[config.mk]
export PLATFORM = sky130hd
export DESIGN_NAME = imem_boot_ctrl_flat
export DESIGN_NICKNAME = d
export VERILOG_FILES = /design/src/rtl/imem_boot_ctrl_pkg.sv /design/src/rtl/imem_boot_ctrl_if.sv /design/src/rtl/imem_boot_ctrl_byte_packer.sv /design/src/rtl/imem_boot_ctrl.sv /design/src/flat_wrapper.sv
export SDC_FILE = /design/constraint.sdc
export NUM_CORES = 1
export LEC_CHECK = 0
export BUFFER_PORTS_ARGS = -buffer_cell sky130_fd_sc_hd__buf_2
export CAP_MARGIN = 20
export CORE_MARGIN = 4
export CORE_UTILIZATION = 53
export DETAILED_ROUTE_END_ITERATION = 10
export PLACE_DENSITY = 0.88
export REMOVE_ABC_BUFFERS = 1
export SYNTH_ARGS = -nofsm -noshare
export SYNTH_HDL_FRONTEND = slang
export SYNTH_SLANG_ARGS = --single-unit
[constraint.sdc]
create_clock -name clk -period 4.45 [get_ports clk]
set_clock_uncertainty 0.15 [all_clocks]
set_input_delay 0.445 -clock clk [delete_from_list [all_inputs] [get_ports clk]]
set_output_delay 0.445 -clock clk [all_outputs]
set_load 0.03 [all_outputs]
[src/rtl/imem_boot_ctrl_pkg.sv]
// Shared types and constants for the instruction-memory boot controller.
package imem_ctrl_pkg;

    typedef enum logic [1:0] {
        LOAD,
        FILL,
        RUN,
        ERR
    } boot_state_t;

    localparam int BYTES_PER_WORD = 4;
    localparam int IMEM_DEPTH     = 64;

endpackage

[src/rtl/imem_boot_ctrl_if.sv]
// Byte-stream loader handshake into the boot controller.
interface imem_boot_ctrl_if;

    logic       ld_valid;
    logic [7:0] ld_data;
    logic       ld_last;
    logic       ld_ready;

    modport master (
        output ld_valid,
        output ld_data,
        output ld_last,
        input  ld_ready
    );

    modport slave (
        input  ld_valid,
        input  ld_data,
        input  ld_last,
        output ld_ready
    );

endinterface

[src/rtl/imem_boot_ctrl_byte_packer.sv]
// Packs a little-endian byte stream into N-bit words.
module byte_packer
    import imem_ctrl_pkg::*;
#(
    parameter int N = 8 * BYTES_PER_WORD
) (
    input  logic         clk,
    input  logic         reset_n,
    input  logic         clear,
    input  logic         in_valid,
    input  logic [7:0]   in_data,
    output logic         word_valid,
    output logic [N-1:0] word,
    output logic         partial
);

    localparam int BPW = N / 8;
    localparam int CW  = $clog2(BPW);
    localparam logic [CW-1:0] LAST = CW'(BPW - 1);

    logic [CW-1:0] cnt;
    logic [N-9:0]  shreg;

    assign word_valid = in_valid && (cnt == LAST);
    assign word       = {in_data, shreg};
    assign partial    = (cnt != '0);

    // newest byte enters at the top so the first byte ends up in bits 7:0
    always_ff @(posedge clk or negedge reset_n) begin
        if (!reset_n) begin
            cnt   <= '0;
            shreg <= '0;
        end else if (clear) begin
            cnt   <= '0;
            shreg <= '0;
        end else if (in_valid) begin
            cnt   <= word_valid ? '0 : cnt + 1'b1;
            shreg <= {in_data, shreg[N-9:8]};
        end
    end

endmodule

[src/rtl/imem_boot_ctrl.sv]
// Boot loader and fetch mux for the writable instruction memory.
module imem_boot_ctrl
    import imem_ctrl_pkg::*;
#(
    parameter int N  = 32,
    parameter int AW = 6
) (
    input  logic          clk,
    input  logic          reset_n,
    imem_boot_ctrl_if.slave ld,
    input  logic          boot_req,
    input  logic [AW-1:0] cpu_addr,
    output logic [N-1:0]  cpu_q,
    output logic          cpu_run,
    output logic          mem_we,
    output logic [AW-1:0] mem_addr,
    output logic [N-1:0]  mem_wdata,
    input  logic [N-1:0]  mem_rdata,
    output logic [AW:0]   loaded_words,
    output logic          err
);

    boot_state_t   state, state_nx;
    logic [AW:0]   wptr;
    logic          full;
    logic          accept;
    logic          rearm;
    logic          we_q;
    logic [AW-1:0] addr_q;
    logic [N-1:0]  wdata_q;
    logic          pk_valid;
    logic          pk_clear;
    logic          word_valid;
    logic          partial;
    logic [N-1:0]  word;

    // wptr carries one extra bit so "all words written" is wptr[AW]
    assign full     = wptr[AW];
    assign accept   = (state == LOAD) && ld.ld_valid;
    assign rearm    = boot_req && ((state == RUN) || (state == ERR));
    assign pk_valid = accept && !full;
    assign pk_clear = (state != LOAD) && (partial || boot_req);

    byte_packer #(
        .N (N)
    ) u_packer (
        .clk        (clk),
        .reset_n    (reset_n),
        .clear      (pk_clear),
        .in_valid   (pk_valid),
        .in_data    (ld.ld_data),
        .word_valid (word_valid),
        .word       (word),
        .partial    (partial)
    );

    always_ff @(posedge clk or negedge reset_n) begin
        if (!reset_n) state <= LOAD;
        else          state <= state_nx;
    end

    always_comb begin
        state_nx    = state;
        ld.ld_ready = 1'b0;
        cpu_run     = 1'b0;
        err         = 1'b0;
        unique case (state)
            LOAD: begin
                ld.ld_ready = 1'b1;
                if (accept) begin
                    if (full)
                        state_nx = ERR;
                    else if (ld.ld_last)
                        state_nx = word_valid ? FILL : ERR;
                end
            end
            FILL: begin
                if (full) state_nx = RUN;
            end
            RUN: begin
                cpu_run = 1'b1;
                if (boot_req) state_nx = LOAD;
            end
            ERR: begin
                err = 1'b1;
                if (boot_req) state_nx = LOAD;
            end
        endcase
    end

    always_ff @(posedge clk or negedge reset_n) begin
        if (!reset_n) begin
            wptr         <= '0;
            loaded_words <= '0;
            we_q         <= 1'b0;
            addr_q       <= '0;
            wdata_q      <= '0;
        end else begin
            we_q <= 1'b0;
            if (pk_valid && word_valid) begin
                we_q         <= 1'b1;
                addr_q       <= wptr[AW-1:0];
                wdata_q      <= word;
                wptr         <= wptr + 1'b1;
                loaded_words <= loaded_words + 1'b1;
            end else if (state == FILL && !full) begin
                we_q    <= 1'b1;
                addr_q  <= wptr[AW-1:0];
                wdata_q <= '0;
                wptr    <= wptr + 1'b1;
            end else if (rearm) begin
                wptr         <= '0;
                loaded_words <= '0;
                addr_q       <= '0;
                wdata_q      <= '0;
            end
        end
    end

    assign mem_we    = we_q;
    assign mem_wdata = wdata_q;
    assign mem_addr  = (state == RUN) ? cpu_addr : addr_q;
    assign cpu_q     = (state == RUN) ? mem_rdata : '0;

endmodule

[src/flat_wrapper.sv]
// flat-port wrapper written by rule: the top's interface ports become plain ports
module imem_boot_ctrl_flat import imem_ctrl_pkg::*;
#(
    parameter int N  = 32,
    parameter int AW = 6
)
  (clk, reset_n, boot_req, cpu_addr, cpu_q, cpu_run, mem_we, mem_addr, mem_wdata, mem_rdata, loaded_words, err, ld_ld_valid, ld_ld_data, ld_ld_last, ld_ld_ready);
  imem_boot_ctrl_if ld_i ();
  input  logic clk;
  input  logic reset_n;
  input  logic boot_req;
  input  logic [AW-1:0] cpu_addr;
  output logic [N-1:0] cpu_q;
  output logic cpu_run;
  output logic mem_we;
  output logic [AW-1:0] mem_addr;
  output logic [N-1:0] mem_wdata;
  input  logic [N-1:0] mem_rdata;
  output logic [AW:0] loaded_words;
  output logic err;
  input wire logic [$bits(ld_i.ld_valid)-1:0] ld_ld_valid;
  input wire logic [$bits(ld_i.ld_data)-1:0] ld_ld_data;
  input wire logic [$bits(ld_i.ld_last)-1:0] ld_ld_last;
  output wire logic [$bits(ld_i.ld_ready)-1:0] ld_ld_ready;
  assign ld_i.ld_valid = ld_ld_valid;
  assign ld_i.ld_data = ld_ld_data;
  assign ld_i.ld_last = ld_ld_last;
  assign ld_ld_ready = ld_i.ld_ready;
  imem_boot_ctrl #(.N(N), .AW(AW)) u_core (.clk(clk), .reset_n(reset_n), .ld(ld_i), .boot_req(boot_req), .cpu_addr(cpu_addr), .cpu_q(cpu_q), .cpu_run(cpu_run), .mem_we(mem_we), .mem_addr(mem_addr), .mem_wdata(mem_wdata), .mem_rdata(mem_rdata), .loaded_words(loaded_words), .err(err));
endmodule
==> parameters.txt <==
Parameter                              Value

Setup path
  Required time of the critical path ... roughly 3.9 ns
  Buffering stage count on the worst path with inverters included ... 1
  Sort of element at the end of the critical path ... output port
  Maximum fanout count along the critical path ... 39
  Stage delay of the slowest cell on the critical path ... 0.89 ns
  Cell-by-cell listing of the critical path ... nor2b_2 -> mux2_2 -> buf_2
  Worst endpoint data arrival time ... ~2.4 ns
  Slowest cell on crit path ... sky130_fd_sc_hd__nor2b_2
  Cell class contributing the biggest share of worst-path delay ... simple AND/OR/NAND/NOR gates
  Kind of start point of the critical path ... flop
  Setup CP Type ... reg -> out

Clocking
  Number of gates resized after cts ... 0
  Clock buffers created by TritonCTS ... 9
  Clk_lat worst skew ... about 0.35 ns
  Post-CTS setup-driven buffer insertion count ... 0
  CTS clock-pin slew for the worst setup and hold paths ... ~0.090 ns
  Clock Tree Root ... sky130_fd_sc_hd__clkbuf_8
  Clock tree from TritonCTS ... done
  Bufs on Longest Clock Path ... 2
  Total of hold buffers inserted after clock tree synthesis ... 0
  H-tree Lvls ... 3
  Sinks on Clock Net ... slightly above 80

Floorplanning
  Standard-cell rows ... 29
  Top-level I/O count ... between 100 and 150
  Area inside the core boundary ... between 6000 and 7000 um2
  Width of the chip ... between 80 and 90 um
  Effective utilization at floorplan ... 0.552
  Chip height ... about 90 um
  Area of the die ... 8060 um2

Cells and area
  Share of cells above drive strength 1 ... 0.371
  Synthesis-to-finish area growth ... 25.2%
  Post-layout utilization of the core ... 0.691
  Net count reported at finish ... slightly below 500
  Design Area, Final ... 4440 um2
  # fillers ... around 480
  Diode insertion count for antenna repair ... 0
  Filler-free cell count of the finished design ... between 500 and 600

Yosys
  Most instantiated library cell after synthesis ... sky130_fd_sc_hd__dfrtp_1
  Number of flip-flops and latches in the synthesized netlist ... 81
  Post-synthesis instance area ... around 3500 um2
  Post-synthesis average cell area ... between 10 and 15 um2
  Number of warning messages in the yosys log ... 0
  Top cells by area in the synthesized netlist ... sky130_fd_sc_hd__dfrtp_1 57%, sky130_fd_sc_hd__a22o_1 14%, sky130_fd_sc_hd__and2_1 5.8%
  Number of flops mapped to enable cells by yosys ... 0
  Async set-or-reset flop fraction in the synthesized netlist ... 1.00
  Synth Flop Type ... sky130_fd_sc_hd__dfrtp_1
  Sequential share of the synthesized area ... 0.572
  Area share of the largest cell type after synthesis ... 0.572
  Cells after Synth ... ~300
  Distinct cell type count of the synthesized netlist ... 36
  Leading cell types by count after synthesis ... 81 x sky130_fd_sc_hd__dfrtp_1, 56 x sky130_fd_sc_hd__a22o_1, 33 x sky130_fd_sc_hd__and2_1
  Biggest area consumer among synthesized cells ... sky130_fd_sc_hd__dfrtp_1

Power and ir drop
  Max IR drop VDD ... ~0.35 mV
  Internal power of the cells ... between 1.5 and 2 mW
  Power density cells ... 589 nW/um2
  Clock share of power ... 0.207
  Psw ... ~1.1 mW
  Total power of the final layout ... around 2.6 mW
  Leakage power of the design ... roughly 2.4 nW
  Switching Share ... 0.423
  Sequential cell fraction of total power ... 0.396
  Combinational fraction of design power ... 0.397

Global routing
  Overflow left after global routing ... 0
  First-pass GRT wire length ... between 10 and 15 mm
  Number of antenna violations at the first check in global routing ... 0
  Number of global-route vias before repair ... 2822
  Largest net degree at the start of global routing ... approximately 80
  Total track usage ... 0.214

Flow run
  MaxCap Viol Count ... 0

STA
  Final worst setup slack ... 1.46 ns
  Final Hold Fails ... 0
  Final period demand of the worst path ... between 2 and 3 ns
  Worst slew margin relative to its limit ... 0.318
  Ratio of final minimum period to clock period ... 0.671
  Post-Route Setup TNS ... 0 ns
  RSZ-0062 raised after global routing ... no
  Fmax ... between 300 and 400 MHz
  Final count of negative-setup-slack endpoints ... 0
  Actual transition at the worst max-transition pin ... roughly 1 ns
  Max Slew Vio Count ... 0
  Final-layout worst hold slack ... slightly above 0.1 ns

Route
  Initial DRC count ... 181
  Antenna Nets Post-Route ... 0
  Final routed wirelength across all metal layers ... roughly 8.5 mm
  Detailed-routing iteration count for the pre-antenna-repair pass ... 4
  Count of vias placed by the detailed router ... between 2000 and 3000
  WL per Instance ... 16.6 um
  Total DRC errors in the routed layout ... 0
  Routed vias/inst ... about 5.7

Placement
  I/O Buffers ... about 130
  Post-Place Cells ... about 490
  Worst setup slack after placement ... 1.82 ns
  Gp weighted congestion ... around 0.8
  Final HPWL DP ... ~6 mm
  Cell area after placement ... between 4000 and 5000 um2

Outcome
  Outcome ... finished, final reports clean

Hold path
  Min-delay worst type ... in -> async
==> per-layer routing <==
| layer | track usage | vias up | part of all wire |
|---|---|---|---|
| met5 | 0 | - | 0 |
| met4 | 0.0677 | 0 | 0.021 |
| met3 | 0.0643 | 16 | 0.074 |
| met2 | 0.358 | 115 | 0.49 |
| met1 | 0.270 | 1419 | 0.42 |
| li1 | - | 1347 | - |
==> layout by cell type (no fill, tap or decap), types with 2 or more instances in the layout <==
cell type,Yosys,final
sky130_fd_sc_hd__o31a_1,2,2
sky130_fd_sc_hd__buf_4,0,2
sky130_fd_sc_hd__ha_1,4,4
sky130_fd_sc_hd__nor2_1,5,5
sky130_fd_sc_hd__nor4_1,2,2
sky130_fd_sc_hd__nor2b_1,4,3
sky130_fd_sc_hd__nand2_1,27,27
sky130_fd_sc_hd__inv_6,0,2
sky130_fd_sc_hd__dfrtp_1,81,81
sky130_fd_sc_hd__clkinvlp_4,0,3
sky130_fd_sc_hd__o21ai_0,4,4
sky130_fd_sc_hd__o22ai_1,3,3
sky130_fd_sc_hd__and2_1,33,33
sky130_fd_sc_hd__or4_1,2,2
sky130_fd_sc_hd__inv_1,10,10
sky130_fd_sc_hd__nand3_1,8,8
sky130_fd_sc_hd__a21oi_1,12,11
sky130_fd_sc_hd__mux2i_1,5,5
sky130_fd_sc_hd__a31oi_1,4,4
sky130_fd_sc_hd__clkbuf_8,0,9
sky130_fd_sc_hd__nand4_1,2,2
sky130_fd_sc_hd__buf_2,7,130
sky130_fd_sc_hd__mux2_2,7,7
sky130_fd_sc_hd__a22o_1,56,56
==> power by group through the flow <==
stage / Sequential, mW / Clock (mW) / Combinational [mW]
global route: 1.06 / 0.587 / 1.14
CTS: 1.03 / 0.552 / 1.02
finish: 1.04 / 0.542 / 1.04
floorplan: 1.03 / 0 / 0.703
global placement: 1.03 / 0 / 0.992
detailed placement: 1.05 / 0 / 1.02
==> worst register-to-register path, delay by kind of cell (launching register included) <==
kind             cells  cell delay (ns)
AO/OA/AOI/OAI        1             0.20
flip-flops           1             0.51
AND/OR/NAND/NOR      2             1.60
==> registers in the layout, indices dropped and copies added (netlist names) <==
signal,cells
u_core.state,2
u_core.mem_wdata,32
u_core.wptr,7
u_core.u_packer.shreg,24
u_core.addr_q,6
u_core.u_packer.cnt,2
u_core.mem_we,1
u_core.loaded_words,7
==> layout make-up <==
| type | count | area, um2 | share of cell area |
|---|---|---|---|
| clock buffer | 9 | 124 | 0.0279 |
| clock inverter | 7 | 78.8 | 0.0178 |
| inverter | 10 | 37.5 | 0.00846 |
| multi-input combinational | 194 | 1390 | 0.313 |
| sequential | 81 | 2030 | 0.457 |
| tap | 77 | 96.3 | 0.0217 |
| timing repair buffer | 133 | 686 | 0.154 |
==> cells by family (layout without fill, tap and decap cells) <==
| logic type | count (synthesis) | after routing | share of synthesized area |
|---|---|---|---|
| adder cells (fa/ha/maj) | 4 | 4 | 0.0141 |
| multiplexers | 12 | 12 | 0.0364 |
| XOR/XNOR | 1 | 1 | 0.00247 |
| AND/OR/NAND/NOR | 91 | 91 | 0.144 |
| AO/OA/AOI/OAI | 86 | 86 | 0.190 |
| buffers and inverters | 31 | 159 | 0.0417 |
| flip-flops | 81 | 81 | 0.572 |
==> path summary, 6_finish.rpt <==
| kind | from | endpoint | slack, ns | cells past startpoint |
|---|---|---|---|---|
| max | u_core.state[1] | mem_addr[3] | 1.46 | 3 |
| min | reset_n | u_core.mem_wdata[21] | 0.10 | 1 |
| max reg2reg | u_core.state[1] | u_core.loaded_words[1] | 1.84 | 3 |
| min reg2reg | u_core.loaded_words[6] | u_core.loaded_words[6] | 0.35 | 1 |
| max in group asynchronous | reset_n | u_core.loaded_words[0] | 3.43 | 1 |
| min in group clk | ld_ld_data[5] | u_core.mem_wdata[29] | 0.18 | 2 |
No activity file was read; power rests on OpenSTA's default activity.
